$ cat src/rtl/axi_llc_pkg.sv
// Shared types and helpers for the ARCANE descriptor <-> AXI conversion blocks.
package axi_llc_pkg;

   localparam int unsigned ArcaneAddrWidth    = 64;
   localparam int unsigned ArcaneLineCntWidth = 16;
   localparam int unsigned ArcaneIdWidth      = 6;

   // Multi-line transfer descriptor: line-aligned start address, line count, AXI ID.
   typedef struct packed {
      logic [ArcaneAddrWidth-1:0]    addr;
      logic [ArcaneLineCntWidth-1:0] lines;
      logic [ArcaneIdWidth-1:0]      id;
   } arcane_xfer_desc_t;

   localparam logic [1:0] AxiBurstIncr = 2'b01;

   // Number of whole lines that fit between page_off and the next 4 KiB boundary.
   function automatic logic [12:0] arcane_max_lines(input logic [11:0] page_off,
                                                    input int unsigned line_shift);
      logic [12:0] room;
      room = 13'd4096 - {1'b0, page_off};
      return room >> line_shift;
   endfunction

endpackage

$ cat src/rtl/axi_llc_arcane_txn_cnt.sv
// Saturating up/down counter of outstanding AXI bursts (0..MaxCnt).
// A simultaneous increment and decrement leaves the count unchanged.
module axi_llc_arcane_txn_cnt #(
   parameter int unsigned MaxCnt = 4
) (
   input  logic clk_i,
   input  logic rst_ni,
   input  logic inc_i,
   input  logic dec_i,
   output logic max_o,
   output logic empty_o,
   output logic max_next_o
);

   localparam int unsigned CntWidth = $clog2(MaxCnt + 1);
   localparam logic [CntWidth-1:0] CntMax = CntWidth'(MaxCnt);

   logic [CntWidth-1:0] cnt_reg;
   logic [CntWidth-1:0] cnt_next;

   // Next count: saturate at both ends, decrement at zero is dropped.
   always_comb begin
      cnt_next = cnt_reg;
      if (inc_i && !dec_i && cnt_reg != CntMax) begin
         cnt_next = cnt_reg + 1'b1;
      end else if (dec_i && !inc_i && cnt_reg != '0) begin
         cnt_next = cnt_reg - 1'b1;
      end
   end

   // Count register.
   always_ff @(posedge clk_i or negedge rst_ni) begin
      if (!rst_ni) begin
         cnt_reg <= '0;
      end else begin
         cnt_reg <= cnt_next;
      end
   end

   assign max_o      = (cnt_reg == CntMax);
   assign empty_o    = (cnt_reg == '0);
   assign max_next_o = (cnt_next == CntMax);

   // A completion with nothing outstanding means the memory side misbehaved.
   assert property (@(posedge clk_i) disable iff (!rst_ni) dec_i |-> !empty_o);

endmodule

$ cat src/rtl/axi_llc_arcane_desc2axi.sv
// Turns ARCANE multi-line descriptors into AXI4 AR/AW INCR bursts of at most
// 256 beats that never cross a 4 KiB page, and tracks outstanding bursts.
// ax_chan_o layout (MSB first): id, addr, len, size, burst, lock, cache, prot, qos, region.
module axi_llc_arcane_desc2axi
   import axi_llc_pkg::*;
#(
   parameter int unsigned Write        = 0,
   parameter int unsigned AddrWidth    = 64,
   parameter int unsigned IdWidth      = 6,
   parameter int unsigned BeatBytes    = 8,
   parameter int unsigned BeatsPerLine = 8,
   parameter int unsigned LineCntWidth = 16,
   parameter int unsigned MaxTrans     = 4
) (
   input  logic                                       clk_i,
   input  logic                                       rst_ni,
   input  logic [AddrWidth+LineCntWidth+IdWidth-1:0]  desc_i,
   input  logic                                       desc_valid_i,
   output logic                                       desc_ready_o,
   output logic [IdWidth+AddrWidth+28:0]              ax_chan_o,
   output logic                                       ax_valid_o,
   input  logic                                       ax_ready_i,
   input  logic                                       done_i,
   output logic                                       busy_o
);

   localparam int unsigned LineBytes     = BeatBytes * BeatsPerLine;
   localparam int unsigned LineShift     = $clog2(LineBytes);
   localparam int unsigned BeatShift     = $clog2(BeatsPerLine);
   localparam int unsigned SizeVal       = $clog2(BeatBytes);
   localparam int unsigned MaxBurstLines = 256 / BeatsPerLine;
   localparam int unsigned LW            = LineCntWidth + 1;
   localparam int unsigned DW            = AddrWidth + LineCntWidth + IdWidth;

   localparam logic [0:0] StIdle  = 1'b0;
   localparam logic [0:0] StSplit = 1'b1;

   typedef struct packed {
      logic [IdWidth-1:0]   id;
      logic [AddrWidth-1:0] addr;
      logic [7:0]           len;
      logic [2:0]           size;
      logic [1:0]           burst;
      logic                 lock;
      logic [3:0]           cache;
      logic [2:0]           prot;
      logic [3:0]           qos;
      logic [3:0]           region;
   } ax_t;

   logic [0:0]              state_reg, state_next;
   logic [AddrWidth-1:0]    addr_reg, addr_next;
   logic [LineCntWidth-1:0] rem_reg, rem_next;
   logic [LW-1:0]           n_reg, n_next;
   logic [IdWidth-1:0]      id_reg, id_next;
   logic                    ax_valid_reg, ax_valid_next;
   ax_t                     ax_chan_reg, ax_chan_next;

   logic [AddrWidth-1:0]    desc_addr, adv_addr, calc_addr;
   logic [LineCntWidth-1:0] desc_lines, adv_rem, calc_rem;
   logic [IdWidth-1:0]      desc_id, calc_id;
   logic [LW-1:0]           calc_n;
   logic [LW+7:0]           calc_beats;
   logic [7:0]              calc_len;
   logic                    ax_hs, load;
   logic                    cnt_max, cnt_empty, cnt_max_next;

   assign desc_addr  = desc_i[DW-1 -: AddrWidth];
   assign desc_lines = desc_i[IdWidth +: LineCntWidth];
   assign desc_id    = desc_i[IdWidth-1:0];

   assign ax_hs = ax_valid_reg && ax_ready_i;

   // Position after the burst currently on the bus.
   assign adv_addr = addr_reg + (AddrWidth'(n_reg) << LineShift);
   assign adv_rem  = rem_reg - LineCntWidth'(n_reg);

   // The burst calculator sees either a fresh descriptor or the advanced position,
   // so the next payload can be registered in the same cycle as the handshake.
   assign calc_addr = (state_reg == StIdle) ? (desc_addr & ~AddrWidth'(LineBytes - 1)) : adv_addr;
   assign calc_rem  = (state_reg == StIdle) ? desc_lines : adv_rem;
   assign calc_id   = (state_reg == StIdle) ? desc_id : id_reg;

   // Burst size in lines: min of remaining, 256-beat cap and room left in the 4 KiB page.
   always_comb begin
      logic [LW-1:0] lim_burst, lim_page;
      lim_burst = LW'(MaxBurstLines);
      lim_page  = LW'(arcane_max_lines(calc_addr[11:0], LineShift));
      calc_n    = LW'(calc_rem);
      if (lim_burst < calc_n) calc_n = lim_burst;
      if (lim_page < calc_n)  calc_n = lim_page;
      calc_beats = (LW+8)'(calc_n) << BeatShift;
      calc_len   = 8'(calc_beats - (LW+8)'(1));
   end

   axi_llc_arcane_txn_cnt #(
      .MaxCnt (MaxTrans)
   ) i_txn_cnt (
      .clk_i      (clk_i),
      .rst_ni     (rst_ni),
      .inc_i      (ax_hs),
      .dec_i      (done_i),
      .max_o      (cnt_max),
      .empty_o    (cnt_empty),
      .max_next_o (cnt_max_next)
   );

   // Splitting FSM: accept descriptor, then emit bursts until no lines remain.
   always_comb begin
      state_next    = state_reg;
      addr_next     = addr_reg;
      rem_next      = rem_reg;
      n_next        = n_reg;
      id_next       = id_reg;
      ax_valid_next = ax_valid_reg;
      ax_chan_next  = ax_chan_reg;
      load          = 1'b0;
      case (state_reg)
         StIdle: begin
            // Zero-line descriptors are consumed without producing a burst.
            if (desc_valid_i && desc_lines != '0) begin
               state_next = StSplit;
               load       = 1'b1;
            end
         end
         StSplit: begin
            if (ax_hs) begin
               if (adv_rem == '0) begin
                  state_next    = StIdle;
                  ax_valid_next = 1'b0;
               end else begin
                  load = 1'b1;
               end
            end else begin
               // A raised valid is held; a held-back one rises once the limit clears.
               ax_valid_next = ax_valid_reg | ~cnt_max_next;
            end
         end
         default: state_next = StIdle;
      endcase
      if (load) begin
         addr_next           = calc_addr;
         rem_next            = calc_rem;
         n_next              = calc_n;
         id_next             = calc_id;
         ax_valid_next       = ~cnt_max_next;
         ax_chan_next        = '0;
         ax_chan_next.id     = calc_id;
         ax_chan_next.addr   = calc_addr;
         ax_chan_next.len    = calc_len;
         ax_chan_next.size   = 3'(SizeVal);
         ax_chan_next.burst  = AxiBurstIncr;
      end
   end

   // State, position and registered AX request.
   always_ff @(posedge clk_i or negedge rst_ni) begin
      if (!rst_ni) begin
         state_reg    <= StIdle;
         addr_reg     <= '0;
         rem_reg      <= '0;
         n_reg        <= '0;
         id_reg       <= '0;
         ax_valid_reg <= 1'b0;
         ax_chan_reg  <= '0;
      end else begin
         state_reg    <= state_next;
         addr_reg     <= addr_next;
         rem_reg      <= rem_next;
         n_reg        <= n_next;
         id_reg       <= id_next;
         ax_valid_reg <= ax_valid_next;
         ax_chan_reg  <= ax_chan_next;
      end
   end

   assign desc_ready_o = (state_reg == StIdle);
   assign ax_valid_o   = ax_valid_reg;
   assign ax_chan_o    = ax_chan_reg;
   assign busy_o       = (state_reg == StSplit) || !cnt_empty;

   assert property (@(posedge clk_i) disable iff (!rst_ni)
      ax_valid_o && !ax_ready_i |=> ax_valid_o && $stable(ax_chan_o));
   assert property (@(posedge clk_i) disable iff (!rst_ni)
      ax_valid_o |-> (int'(ax_chan_reg.addr[11:0]) + (int'(ax_chan_reg.len) + 1) * int'(BeatBytes)) <= 4096);
   assert property (@(posedge clk_i) disable iff (!rst_ni)
      ax_valid_o |-> int'(ax_chan_reg.len) <= 255 && Write <= 1);
   assert property (@(posedge clk_i) disable iff (!rst_ni) ax_valid_o |-> !cnt_max);

endmodule
$ cat config.mk
export PLATFORM = sky130hd
export DESIGN_NAME = axi_llc_arcane_desc2axi
export DESIGN_NICKNAME = d
export VERILOG_FILES = /design/src/rtl/axi_llc_pkg.sv /design/src/rtl/axi_llc_arcane_txn_cnt.sv /design/src/rtl/axi_llc_arcane_desc2axi.sv
export SDC_FILE = /design/constraint.sdc
export NUM_CORES = 1
export LEC_CHECK = 0
export ABC_AREA = 1
export CORE_UTILIZATION = 45
export DETAILED_ROUTE_END_ITERATION = 10
export PLACE_DENSITY_LB_ADDON = 0.1
export SLEW_MARGIN = 0
export SYNTH_ARGS = -nofsm -noshare
export SYNTH_HDL_FRONTEND = slang
export SYNTH_HIERARCHICAL = 1
export SYNTH_SLANG_ARGS = --single-unit
export TNS_END_PERCENT = 1
$ cat constraint.sdc
create_clock -name clk_i -period 4.05 [get_ports clk_i]
set_input_delay 1.215 -clock clk_i [delete_from_list [all_inputs] [get_ports clk_i]]
set_output_delay 1.215 -clock clk_i [all_outputs]
set_load 0.005 [all_outputs]
# --- Yosys cells after proc, flatten, opt, wreduce, memory -nomap -nowiden ---
# Cells that the tools add are included.
word_totals:
  input_bits: 91
  regBits: 117
  out_inout_bits: 102
op_classes:
  add_sub_neg: 6
  mux: 17
  order_cmp: 2
  bitwise_logic: 3
  reduce_logical: 17
  eq_ne: 3
ops:
  columns: ["op", "n"]
  rows:
  - ["$add 64x22->64", 1]
  - ["$mux 64", 1]
  - ["$mux 16", 3]
  - ["$logic_not 16->1", 1]
  - ["$lt 6x16->1 const A", 1]
  - ["$lt 7x16->1", 1]
  - ["$reduce_bool 16->1", 1]
  - ["$sub 16x16->16", 1]
  - ["$sub 13x12->13 const A", 1]
  - ["$mux 1", 8]
  - ["$sub 8x1->8 const B", 1]
  - ["$logic_and 1x1->1", 6]
  - ["$mux 3", 2]
  - ["$mux 6", 1]
  - ["$ne 3x3->1 const B", 2]
  - ["$pmux 1 s2", 2]
  - ["$reduce_and 2->1", 2]
  - ["$add 3x1->3 const B", 1]
  - ["$eq 3x3->1 const B", 1]
  - ["$logic_not 1->1", 3]
  - ["$logic_not 3->1", 1]
  - ["$reduce_bool 3->1", 1]
  - ["$sub 3x1->3 const B", 1]
  - ["$not 1->1", 2]
  - ["3 further kinds", 3]

# --- Longest topological paths before layout ---
# Gate-level depths: netlist of run 1.
depth:
  word_depth: 12
  mapped_depth: 33
  mapped_depth_nobuf: 32

# --- Cells and area by module ---
# Netlist of run 1, hierarchy kept.
modules_own_cells:
  columns: ["mod", "instances", "cells_each", "seq_area_each_um2", "area_each_um2"]
  rows:
  - ["axi_llc_arcane_desc2axi", 1, 1253, 2752.6, 8496.9]
  - ["axi_llc_arcane_txn_cnt", 1, 36, 75.1, 261.5]

# --- Least setup slack after synthesis of run 1 ---
# OpenSTA, ideal clock, no wires.
synth_timing:
  path_kind: "in2reg"
  from: "input desc_i[7]"
  to: "register ax_chan_reg (netlist bit ax_chan_o[28])"
  arrival_ns: 3.750
  t_required_ns: 3.925
  path_slack_ns: 0.175
  setup_time_ns: 0.125
  n_path_buf: 1
  cell_stages: 22
  path_cell_list: "o21ai_0 nand2_1 nor2_1 nand3_1 nor2_1 nor2_1 nor2_1 nand3_1 nor2_2 nand2_1 a21oi_1 ha_1 a21o_1 a21oi_1 nand2_2 buf_6 nand2_2 nand2_2 nor2_4 nand2_1 nand3_1 nand3_1"
synth_between:
  elab_chain_cells: 6
  word_cells_on_any_way: 10
synth_rtl:
  columns: ["item", "line", "text"]
  rows:
  - ["from (decl)", "axi_llc_arcane_desc2axi.sv:17", "input logic [AddrWidth+LineCntWidth+IdWidth-1:0] desc_i,"]
  - ["$mux 16", "axi_llc_arcane_desc2axi.sv:81", "assign calc_rem = (state_reg == StIdle) ? desc_lines : adv_rem;"]
  - ["$lt 6x16->1", "axi_llc_arcane_desc2axi.sv:90", "if (lim_burst < calc_n) calc_n = lim_burst;"]
  - ["$mux 16", "axi_llc_arcane_desc2axi.sv:90", null]
  - ["$lt 7x16->1", "axi_llc_arcane_desc2axi.sv:91", "if (lim_page < calc_n) calc_n = lim_page;"]
  - ["$mux 16", "axi_llc_arcane_desc2axi.sv:91", null]
  - ["$sub 8x1->8", "axi_llc_arcane_desc2axi.sv:93", "calc_len = 8'(calc_beats - (LW+8)'(1));"]
  - ["to (signal assigned)", "axi_llc_arcane_desc2axi.sv:173", "ax_chan_reg <= ax_chan_next;"]
  - ["to (decl)", "axi_llc_arcane_desc2axi.sv:57", "ax_t ax_chan_reg, ax_chan_next;"]
# Several ways; a longest one is shown, not always the timed one.
# A chain may end at the register's enable or synchronous reset.

# --- Worst setup path after layout of run 1 ---
layout_timing:
  from: "register rem_reg[0]"
  to: "register ax_chan_reg (netlist bit ax_chan_o[26])"
layout_between:
  elab_chain_cells: 7
  word_cells_on_any_way: 11
layout_rtl:
  columns: ["item", "line", "text"]
  rows:
  - ["from (decl)", "axi_llc_arcane_desc2axi.sv:53", "logic [LineCntWidth-1:0] rem_reg, rem_next;"]
  - ["from (signal assigned)", "axi_llc_arcane_desc2axi.sv:169", "rem_reg <= rem_next;"]
  - ["$sub 16x16->16 *", "axi_llc_arcane_desc2axi.sv:76", "assign adv_rem = rem_reg - LineCntWidth'(n_reg);"]
  - ["$mux 16", "axi_llc_arcane_desc2axi.sv:81", null]
  - ["$lt 6x16->1", "axi_llc_arcane_desc2axi.sv:90", null]
  - ["$mux 16", "axi_llc_arcane_desc2axi.sv:90", null]
  - ["$lt 7x16->1", "axi_llc_arcane_desc2axi.sv:91", null]
  - ["$mux 16", "axi_llc_arcane_desc2axi.sv:91", null]
  - ["$sub 8x1->8", "axi_llc_arcane_desc2axi.sv:93", null]
# Mark *: on every way between the ends. The rest lies on a longest branch, timed or not.

==> results of run 1 <==
## what timing repair did
action | 4_1_cts | 5_1_grt
endpoints found under the setup margin | 4 | 12
pin swaps | 1 | 25
gates resized for setup | 2 | 47
gates cloned | 0 | 1
hold endpoints to repair | 0 | 0
buffers inserted | 2 | 2
## worst min-delay path, cell delays in order, from the launching register on
cell     delay, ns
dfrtp_1       0.34
nand2_1       0.06
nand2_1       0.05
## power by group through the flow
stage	clock network (mW)	registers (mW)	logic [mW]
after floorplan	0	1.90	3.88
after global placement	0	1.99	6.35
after detailed placement	0	2.00	6.40
after CTS	1.72	1.99	6.53
after global routing	1.77	2.05	7.99
final	1.71	2.00	7.20
## layout by cell type, fill, tap and decap left out, types with 17 or more instances in the layout
cell type,count
nand2_1,308
inv_1,168
clkdlybuf4s50_1,165
nor2_1,115
dfrtp_1,112
o21ai_0,96
nand3_1,78
buf_4,61
a21oi_1,53
ha_1,39
xor2_1,31
nor3_1,24
nand2_2,22
nand4_1,22
o22ai_1,19
conb_1,19
o211ai_1,18
clkbuf_16,17
## metrics by stage
step                      total power [mW]  area [um2]  util, %  std cells
final                                 10.9       11900     62.8       1771
after global routing                  11.8       11900     62.8       1771
after CTS                             10.2       11700     61.9       1768
after detailed placement              8.40       11000     58.3       1734
after global placement                8.34       11000     58.3       1734
after floorplan                       5.77        8820        -       1305
## final timing paths
check	end	slack, ns	startpoint	depth (start not counted)
setup reg to reg	ax_chan_o[26]	0.14	rem_reg[0]	28
hold reg to reg	ax_chan_o[97]	0.47	ax_chan_o[97]	2
hold / removal	ax_chan_o[97]	0.47	ax_chan_o[97]	2
max in group asynchronous	ax_chan_o[58]	2.45	rst_ni	2
setup / recovery	ax_chan_o[26]	0.14	rem_reg[0]	28
min in group asynchronous	ax_chan_o[45]	0.81	rst_ni	1
## layer usage
metal	vias up	wire length (um)	GRT usage, %
met2	288	13300	47.9
li1	4610	-	-
met5	-	0	0
met3	26	1600	4.18
met4	0	401	7.87
met1	4241	13000	39.9
## layout make-up
class,instances,share of cell area (%)
Multi-Input combinational cell,958,43.6
Sequential cell,113,23.9
Timing Repair Buffer,233,18.8
Inverter,175,5.54
Clock buffer,17,3.59
Tap cell,260,2.74
Clock inverter,15,1.93
==> summary.md, run 1 <==
| Metric | Value |
|---|---|
| Outcome | completed |
| Clk sinks | 113 |
| Setup crit end kind | flip-flop |
| Tmin final | 3.91 ns |
| Crit path launch type | flip-flop |
| Clock share of power | 15.6% |
| Top-Level Pins | 193 |
| Required @ worst endpoint | 4.37 ns |
| Cell repeated most along the worst path | nand2_1 |
| Crit-path slowest cell | fa_2 |
| DIE WIDTH | 141 um |
| Global-route wire length before repair | 45200 um |
| # rows | 50 |
| Multi-input gate area | 0.00516 mm2 |
| Internal power | 5.89 mW |
| Via-to-Cell Ratio | 5.18 |
| Via count | 9165 |
| Hold-fix buffers, CTS | 0 |
| Leak | 5.53 nW |
| Peak supply drop | 0.000983 V |
| Fmax | 256 MHz |
| Gate power share | 66.0% |
| Share of layout cells above drive strength 1 | 12.4% |
| Antenna Nets Post-Route | 0 |
| WS Path Type | reg2reg |
| Synth Cell Area | 0.00875 mm2 |
| Diodes inserted | 0 |
| FILL cells | 1786 |
| Crit path DAT | 4.23 ns |
| Worst skew pair latency | 0.43 ns |
| Residual DRC count | 0 |
| Mapped Cells | 1288 |
| Reg area | 0.00283 mm2 |
| Max FO, Critical Path | 7 |
| Root buf cell | clkbuf_16 |
| CTS tree | built |
| Clk slew on worst S/H paths | 0.06 ns |
| CORE AREA | 0.0189 mm2 |
| Max Root-Sink Buffers | 2 |
| Final setup TNS | 0 ns |
| Gpl congestion | 0.932 |
| Sw Ratio | 46.0% |
| Part of the power in registers | 18.3% |
| Number of DRC markers in iteration 0 | 652 |
| Die Span Y | 141 um |
| Max Cap Viol | 0 |
| Setup-failing EPs final | 0 |
| Pre-CTS setup slack | -0.480 ns |
| Crit path buf inv count | 3 |
| Total GRT Usage | 29.1% |
| Post-DP HPWL | 21900 um |
| Hold crit path type | reg2reg |
| Area Growth Syn to Fin | 35.5% |
| Tcrit/Tclk final | 96.5% |
| Die area | 0.0200 mm2 |
| PortBufs | 168 |
| Largest net degree at the start of global routing | 87 |
| Final WS setup | 0.141 ns |
| CTS buffer count | 17 |
| Drt wl/cell | 16.0 um |
| Slew @ Worst Pin | 0.649 ns |
| Pwr dens | 920 mW/mm2 |
| Hold Violations, Final | 0 |
| CP max stage delay | 0.38 ns |
| Cell family with most CP delay | simple AND/OR/NAND/NOR gates |
| Count of nets after finishing | 1631 |
| Grt total ovfl | 0 |
| Number of flip-flops in the largest register | 76 |
| Initial antenna violation count | 0 |
| Vias in the first global route | 8760 |
| P_sw | 5.01 mW |
| First-pass detailed-route iteration total | 5 |
| Mean Syn Cell Area | 6.80 um2 |
| Final Skew | 0.0143 ns |
| Max-Slew Margin vs Limit | 56.7% |
| Starting Density | 46.3% |
| Max Slew Vio Count | 0 |
| YS warnings | 6 |
| H-Tree Level Count | 4 |
| Hold WS | 0.473 ns |
| Total wire length | 28300 um |
| RSZ-0062 raised after global routing | true |
Power figures use the tool's default switching activity.
==> run 2: changes to the inputs <==
--- a/config.mk
+++ b/config.mk
@@ -6,6 +6,7 @@
 export NUM_CORES = 1
 export LEC_CHECK = 0
 export ABC_AREA = 1
+export CORE_ASPECT_RATIO = 1.2
 export CORE_UTILIZATION = 45
 export DETAILED_ROUTE_END_ITERATION = 10
 export PLACE_DENSITY_LB_ADDON = 0.1
@@ -14,4 +15,3 @@
 export SYNTH_HDL_FRONTEND = slang
 export SYNTH_HIERARCHICAL = 1
 export SYNTH_SLANG_ARGS = --single-unit
-export TNS_END_PERCENT = 1
==> run 2 against run 1 <==
Critical path depth fell by 3. Maximum frequency rose by 0.78%. Combinational power rose by 4.2%. Worst setup slack improved by 0.030 ns. Clock power fell by 8%. Sequential share of layout area fell by 0.29 points. Core utilization rose by 0.67 points. First-iteration DRC count fell by 26%. Via count rose by 0.56%. Count of clock-buffer cells in the layout rose by 5. Non-clock buffer count rose by 12. Sequential power barely moved.
==> summary.md, run 2 (synthesized netlist as in run 1, its figures left out) <==
| Metric | Value |
|---|---|
| PortBufs | 168 (unchanged) |
| Crit path DAT | 4.23 ns (about the same) |
| Worst r2r src | n_reg[0] |
| Total wire length | 28200 um (-0.23%) |
| First-pass detailed-route iteration total | 5 (unchanged) |
| R2r worst-path depth | 29 (+3.6%) |
| Setup crit end kind | flip-flop |
| Number of flip-flops in the largest register | 76 (unchanged) |
| Area Growth Syn to Fin | 37.1% |
| FILL cells | 1760 (-1.5%) |
| Clock share of power | 14.3% (-1.3 points) |
| Hold Path End | ax_chan_o[95] |
| Hold Path Origin | ax_chan_o[95] |
| Post-DP HPWL | 21800 um (-0.27%) |
| WS Path Type | in2reg |
| Total power draw | 11.1 mW (+1.5%) |
| Crit path launch type | input pin |
| Largest net degree at the start of global routing | 59 (-32%) |
| Part of the power in registers | 18.0% (-0.3 points) |
| Max-Slew Margin vs Limit | 51.8% (-4.9 points) |
| Total GRT Usage | 28.9% (-0.18 points) |
| Die Span Y | 155 um (+9.4%) |
| Internal power | 6.03 mW (+2.3%) |
| Most frequent cells in the layout | 304 x nand2_1, 165 x clkdlybuf4s50_1, 163 x inv_1 |
| Tcrit/Tclk final | 95.8% (-0.75 points) |
| CORE AREA | 0.0189 mm2 (+0.17%) |
| Gate power share | 67.7% (+1.7 points) |
| Global-route wire length before repair | 44600 um (-1.3%) |
| # rows | 55 (+10%) |
| Reg area | 0.00283 mm2 (unchanged) |
| Worst skew pair latency | 0.42 ns (about the same) |
| Initial antenna violation count | 0 (unchanged) |
| Slew @ Worst Pin | 0.717 ns (+0.0675 ns) |
| Worst R2R Setup Slack | 0.18 ns (+0.04 ns) |
| Grt total ovfl | 0 (unchanged) |
| DIE WIDTH | 129 um (-8.6%) |
| Share of layout cells above drive strength 1 | 14.2% (+1.8 points) |
| Hold crit path type | reg2reg |
| Pwr dens | 923 mW/mm2 (+0.31%) |
| Commonest non-fill, non-tap cell in the layout | nand2_1 |
| Via count | 9216 (+0.56%) |
| Die area | 0.0200 mm2 (about the same) |
| Clk slew on worst S/H paths | 0.06 ns (about the same) |
| Max Cap Viol | 0 (unchanged) |
| Peak supply drop | 0.000732 V (-26%) |
| Sw Ratio | 45.6% (-0.40 points) |
| Count of nets after finishing | 1642 (+0.67%) |
| Starting Density | 46.3% (-0.077 points) |
| H-Tree Level Count | 4 (unchanged) |
| Root buf cell | clkbuf_16 |
| Fmax | 258 MHz (+0.78%) |
| Top-Level Pins | 193 (unchanged) |
| Antenna Nets Post-Route | 0 (unchanged) |
| Gpl congestion | 0.938 (+0.58%) |
| Hold-fix buffers, CTS | 0 (unchanged) |
| Final Skew | 0.0129 ns (-0.00134 ns) |
| P_sw | 5.05 mW (+0.67%) |
| Hold Violations, Final | 0 (unchanged) |
| Multi-input gate area | 0.00526 mm2 (+1.9%) |
| Drt wl/cell | 15.9 um (-0.57%) |
| Max Slew Vio Count | 0 (unchanged) |
| Leak | 5.57 nW (+0.70%) |
| CTS tree | built |
| Max FO, Critical Path | 10 (+3) |
| Tmin final | 3.88 ns (-0.0304 ns) |
| Hold Path Depth | 2 (unchanged) |
| Max Root-Sink Buffers | 2 (unchanged) |
| Clk sinks | 113 (unchanged) |
| Hold WS | 0.467 ns (-0.00587 ns) |
| CTS buffer count | 17 (unchanged) |
| Residual DRC count | 0 (unchanged) |
| Diodes inserted | 0 (unchanged) |
| Required @ worst endpoint | 4.40 ns (+0.03 ns) |
| R2r endpoint | n_reg[4] |
| Vias in the first global route | 8936 (+2.0%) |
| Via-to-Cell Ratio | 5.19 (+0.22%) |
| Outcome | completed |
| Setup-failing EPs final | 0 (unchanged) |
| Number of DRC markers in iteration 0 | 481 (-26%) |
run 2: changes by cell type in the layout (fill, tap and decap cells not counted), moves of 3 or more:
| cell | change |
|---|---|
| nand3_2 | +5 |
| clkbuf_8 | +4 |
| inv_2 | +3 |
| inv_6 | -5 |
| nand2_1 | -4 |
| nand3_1 | -6 |
| buf_4 | +11 |
| inv_1 | -5 |
run 2: what timing repair did:
item | in CTS | in global routing
gates resized for setup | 2 | 74
setup buffers | 0 | 9
setup endpoints to repair | 1 | 12
pin swaps | 0 | 29
run 2: per-layer routing:
layer  up-vias  part of all wire [%]  track usage, %
met5         -                     0               0
met4         0                   3.7            13.7
met2       259                    51            51.2
met3        63                   4.6            4.43
met1      4276                    40            33.7
li1       4618                     -               -
run 2: final cells by class:
class | count | area share (%)
well taps | 256 | 2.67
inverters | 175 | 5.52
multi-input cells | 957 | 43.8
clock inverters | 9 | 1.08
flip-flops and latches | 113 | 23.6
repair buffers | 245 | 19.3
clock buffers | 22 | 4.03
run 2: power groups by stage:
stage | clock, mW | combinational [mW] | sequential (mW)
after CTS | 1.60 | 6.54 | 1.99
after floorplan | 0 | 3.88 | 1.90
final | 1.58 | 7.50 | 2.00
after global routing | 1.65 | 8.32 | 2.05
after detailed placement | 0 | 6.48 | 2.00
after global placement | 0 | 6.43 | 2.00
run 2: through the flow:
stage                     setup WS (ns)  utilization (%)  cells  setup TNS, ns  area [um2]
final                             0.172             63.4   1777              0       12000
after global routing            -0.0575             63.4   1777         -0.186       12000
after CTS                        0.0280             61.7   1769              0       11700
after detailed placement         -0.453             58.4   1738          -3.63       11100
after global placement           -0.375             58.4   1738          -2.78       11100
after floorplan                   0.175                -   1305              0        8820
run 2: how the worst max path moves through the flow:
stage	depth (start not counted)	slack, ns	end	start
6_report	25	0.17	n_reg[4]	desc_i[8]
5_1_grt	34	-0.06	ax_chan_o[26]	rem_reg[0]
4_1_cts	31	0.03	ax_chan_o[28]	rem_reg[0]
3_5_place_dp	25	-0.45	ax_chan_o[28]	desc_i[7]
3_3_place_gp	25	-0.37	ax_chan_o[28]	desc_i[7]
2_1_floorplan	22	0.17	ax_chan_o[28]	desc_i[7]
run 2: critical path, cell delays in order:
cell and delay (ns):
clkdlybuf4s50_1 0.41, nand2_1 0.08, nand2_2 0.06, nor2_2 0.12, nand3_1 0.07, nor2_1 0.11
nor2_1 0.05, nor2_1 0.09, nand3_1 0.13, nor2_4 0.15, nand2_2 0.09, buf_6 0.15
nor2_4 0.11, inv_2 0.05, ha_1 0.26, nand2_1 0.06, nand2_1 0.05, nand2_1 0.07
nand2_2 0.07, nand2_4 0.11, nand2_8 0.09, o21ai_1 0.26, nor2_1 0.10, buf_4 0.16
a21oi_1 0.10
==> run 3: changes to the inputs <==
--- a/config.mk
+++ b/config.mk
@@ -7,7 +7,7 @@
 export LEC_CHECK = 0
 export ABC_AREA = 1
 export CORE_ASPECT_RATIO = 1.2
-export CORE_UTILIZATION = 45
+export CORE_UTILIZATION = 52
 export DETAILED_ROUTE_END_ITERATION = 10
 export PLACE_DENSITY_LB_ADDON = 0.1
 export SLEW_MARGIN = 0
==> run 3 against run 2 <==
Routed wire length is 3.4% lower. Core utilization grew 8.2 points. First-iteration DRC count is 30% higher. Die area fell by 13%. Largest power group unchanged. Highest routed layer unchanged. Sequential share of layout area increased by 0.60 points. Via count grew 0.44%. Sequential power about the same. Worst hold slack improved by 0.0057 ns. Count of clock-buffer cells in the layout decreased by 5. Clock skew down 0.0039 ns. Largest cell class unchanged.
==> summary.md, run 3 (synthesized netlist as in run 1, its figures left out) <==
| Metric | Value |
|---|---|
| Outcome | completed |
| Number of DRC markers in iteration 0 | 626 (+30%) |
| Die Span Y | 144 um (-6.9%) |
| Max Root-Sink Buffers | 2 (unchanged) |
| WS Path Type | in2reg |
| Total GRT Usage | 31.5% (+2.6 points) |
| Final Skew | 0.00906 ns (-0.00385 ns) |
| First-pass detailed-route iteration total | 5 (unchanged) |
| Via-to-Cell Ratio | 5.38 (+3.8%) |
| Crit path DAT | 4.22 ns (about the same) |
| Hold WS | 0.473 ns (+0.00569 ns) |
| Setup-failing EPs final | 0 (unchanged) |
| DIE WIDTH | 120 um (-6.9%) |
| Grt total ovfl | 0 (unchanged) |
| Max FO, Critical Path | 7 (-3) |
| Share of layout cells above drive strength 1 | 11.7% (-2.5 points) |
| CTS tree | built |
| Commonest non-fill, non-tap cell in the layout | nand2_1 |
| Gpl congestion | 0.986 (+5.1%) |
| Leak | 5.46 nW (-1.9%) |
| Hold Violations, Final | 0 (unchanged) |
| Antenna Nets Post-Route | 0 (unchanged) |
| Pwr dens | 872 mW/mm2 (-5.5%) |
| Die area | 0.0174 mm2 (-13%) |
| Peak supply drop | 0.000710 V (-3.0%) |
| H-Tree Level Count | 4 (unchanged) |
| Residual DRC count | 0 (unchanged) |
| Tmin final | 3.92 ns (+0.0401 ns) |
| Vias in the first global route | 8749 (-2.1%) |
| Max-Slew Margin vs Limit | 54.5% (+2.6 points) |
| Slew @ Worst Pin | 0.677 ns (-0.0394 ns) |
| Crit path launch type | input pin |
| CORE AREA | 0.0163 mm2 (-14%) |
| # rows | 51 (-7.3%) |
| Clk sinks | 113 (unchanged) |
| Initial antenna violation count | 0 (unchanged) |
| Diodes inserted | 0 (unchanged) |
| Area Growth Syn to Fin | 33.7% |
| Via count | 9257 (+0.44%) |
| RSZ-0062 raised after global routing | true |
| Drt wl/cell | 15.9 um (-0.20%) |
| Pre-CTS setup slack | -0.448 ns (+0.00424 ns) |
| Max Slew Vio Count | 0 (unchanged) |
| Tcrit/Tclk final | 96.7% (+0.99 points) |
| Hold-fix buffers, CTS | 0 (unchanged) |
| Setup crit end kind | flip-flop |
| Clk slew on worst S/H paths | 0.06 ns (about the same) |
| Max Cap Viol | 0 (unchanged) |
| Total wire length | 27300 um (-3.4%) |
| Most frequent cells in the layout | 314 x nand2_1, 170 x inv_1, 166 x clkdlybuf4s50_1 |
| Hold crit path type | reg2reg |
| Count of nets after finishing | 1628 (-0.85%) |
| Top-Level Pins | 193 (unchanged) |
| CTS buffer count | 17 (unchanged) |
| Number of flip-flops in the largest register | 76 (unchanged) |
| Root buf cell | clkbuf_16 |
| Final WS setup | 0.132 ns (-0.0401 ns) |
| Worst skew pair latency | 0.43 ns (about the same) |
| PortBufs | 168 (unchanged) |
| Fmax | 255 MHz (-1.0%) |
| Starting Density | 53.6% (+7.3 points) |
| Required @ worst endpoint | 4.36 ns (-0.04 ns) |
| Global-route wire length before repair | 42400 um (-4.9%) |
| Post-DP HPWL | 20800 um (-4.5%) |
| Largest net degree at the start of global routing | 68 (+15%) |
==> run 3: through the flow <==
| stage | cells | utilization (%) | instance area (um2) | total power [mW] | TNS, ns |
|---|---|---|---|---|---|
| 4_1_cts | 1716 | 70.5 | 11500 | 9.69 | 0 |
| 3_3_place_gp | 1684 | 66.9 | 10900 | 8.01 | -3.29 |
| 6_report | 1720 | 71.7 | 11700 | 10.2 | 0 |
| 5_1_grt | 1720 | 71.7 | 11700 | 11.0 | -0.114 |
| 2_1_floorplan | 1305 | - | 8820 | 5.77 | 0 |
| 3_5_place_dp | 1684 | 66.9 | 10900 | 8.12 | -3.79 |
==> run 3: repair_timing <==
| action | CTS | global route |
|---|---|---|
| gates resized for setup | 3 | 36 |
| gates cloned | 0 | 0 |
| setup endpoints to repair | 3 | 11 |
| pin swaps | 0 | 11 |
| buffers inserted | 0 | 4 |
==> run 3: layout make-up <==
type / instances / area, um2
Clock buffer: 17 / 425
Fill cell: 1426 / 4630
Timing Repair Buffer: 231 / 2200
Sequential cell: 113 / 2830
Tap cell: 212 / 265
Multi-Input combinational cell: 957 / 5170
Inverter: 175 / 657
Clock inverter: 15 / 161
==> run 3: routing by layer <==
layer | track usage, % | share of wire [%] | vias up
met4 | 17.3 | 4.7 | 0
met2 | 56.8 | 51 | 320
met1 | 35.3 | 39 | 4265
li1 | - | - | 4590
met5 | 0 | 0 | -
met3 | 5.40 | 5.1 | 82
==> run 3: path summary, 6_finish.rpt <==
kind                               start             to  slack, ns  cells past startpoint
setup / recovery               desc_i[6]  ax_chan_o[26]       0.13                     23
hold / removal             ax_chan_o[94]  ax_chan_o[94]       0.47                      2
setup reg to reg                n_reg[0]  ax_chan_o[26]       0.16                     27
hold reg to reg            ax_chan_o[94]  ax_chan_o[94]       0.47                      2
max in group asynchronous         rst_ni       n_reg[3]       2.67                      2
min in group asynchronous         rst_ni  ax_chan_o[52]       0.65                      1
==> run 3: critical path: stages <==
cell and delay, ns:
clkdlybuf4s50_1 0.43, o21ai_2 0.14, nand2_1 0.08, nor2_2 0.11
nand3_1 0.08, nor2_1 0.15, nor2_1 0.06, nor2_1 0.08
nand3_1 0.12, nor2_4 0.16, nand2_4 0.12, a21oi_4 0.17
ha_4 0.22, a21o_1 0.20, a21oi_4 0.19, buf_6 0.15
nand3_1 0.10, nand2_2 0.11, nand2_1 0.07, nand2_1 0.06
nand2_1 0.05, nand2_1 0.07, nand2_1 0.08
==> run 3: power by group <==
group          internal [mW]  switching [mW]  total (mW)
Combinational           3.00            3.72        6.72
Clock                  0.910           0.599        1.51
Sequential              1.56           0.415        1.98
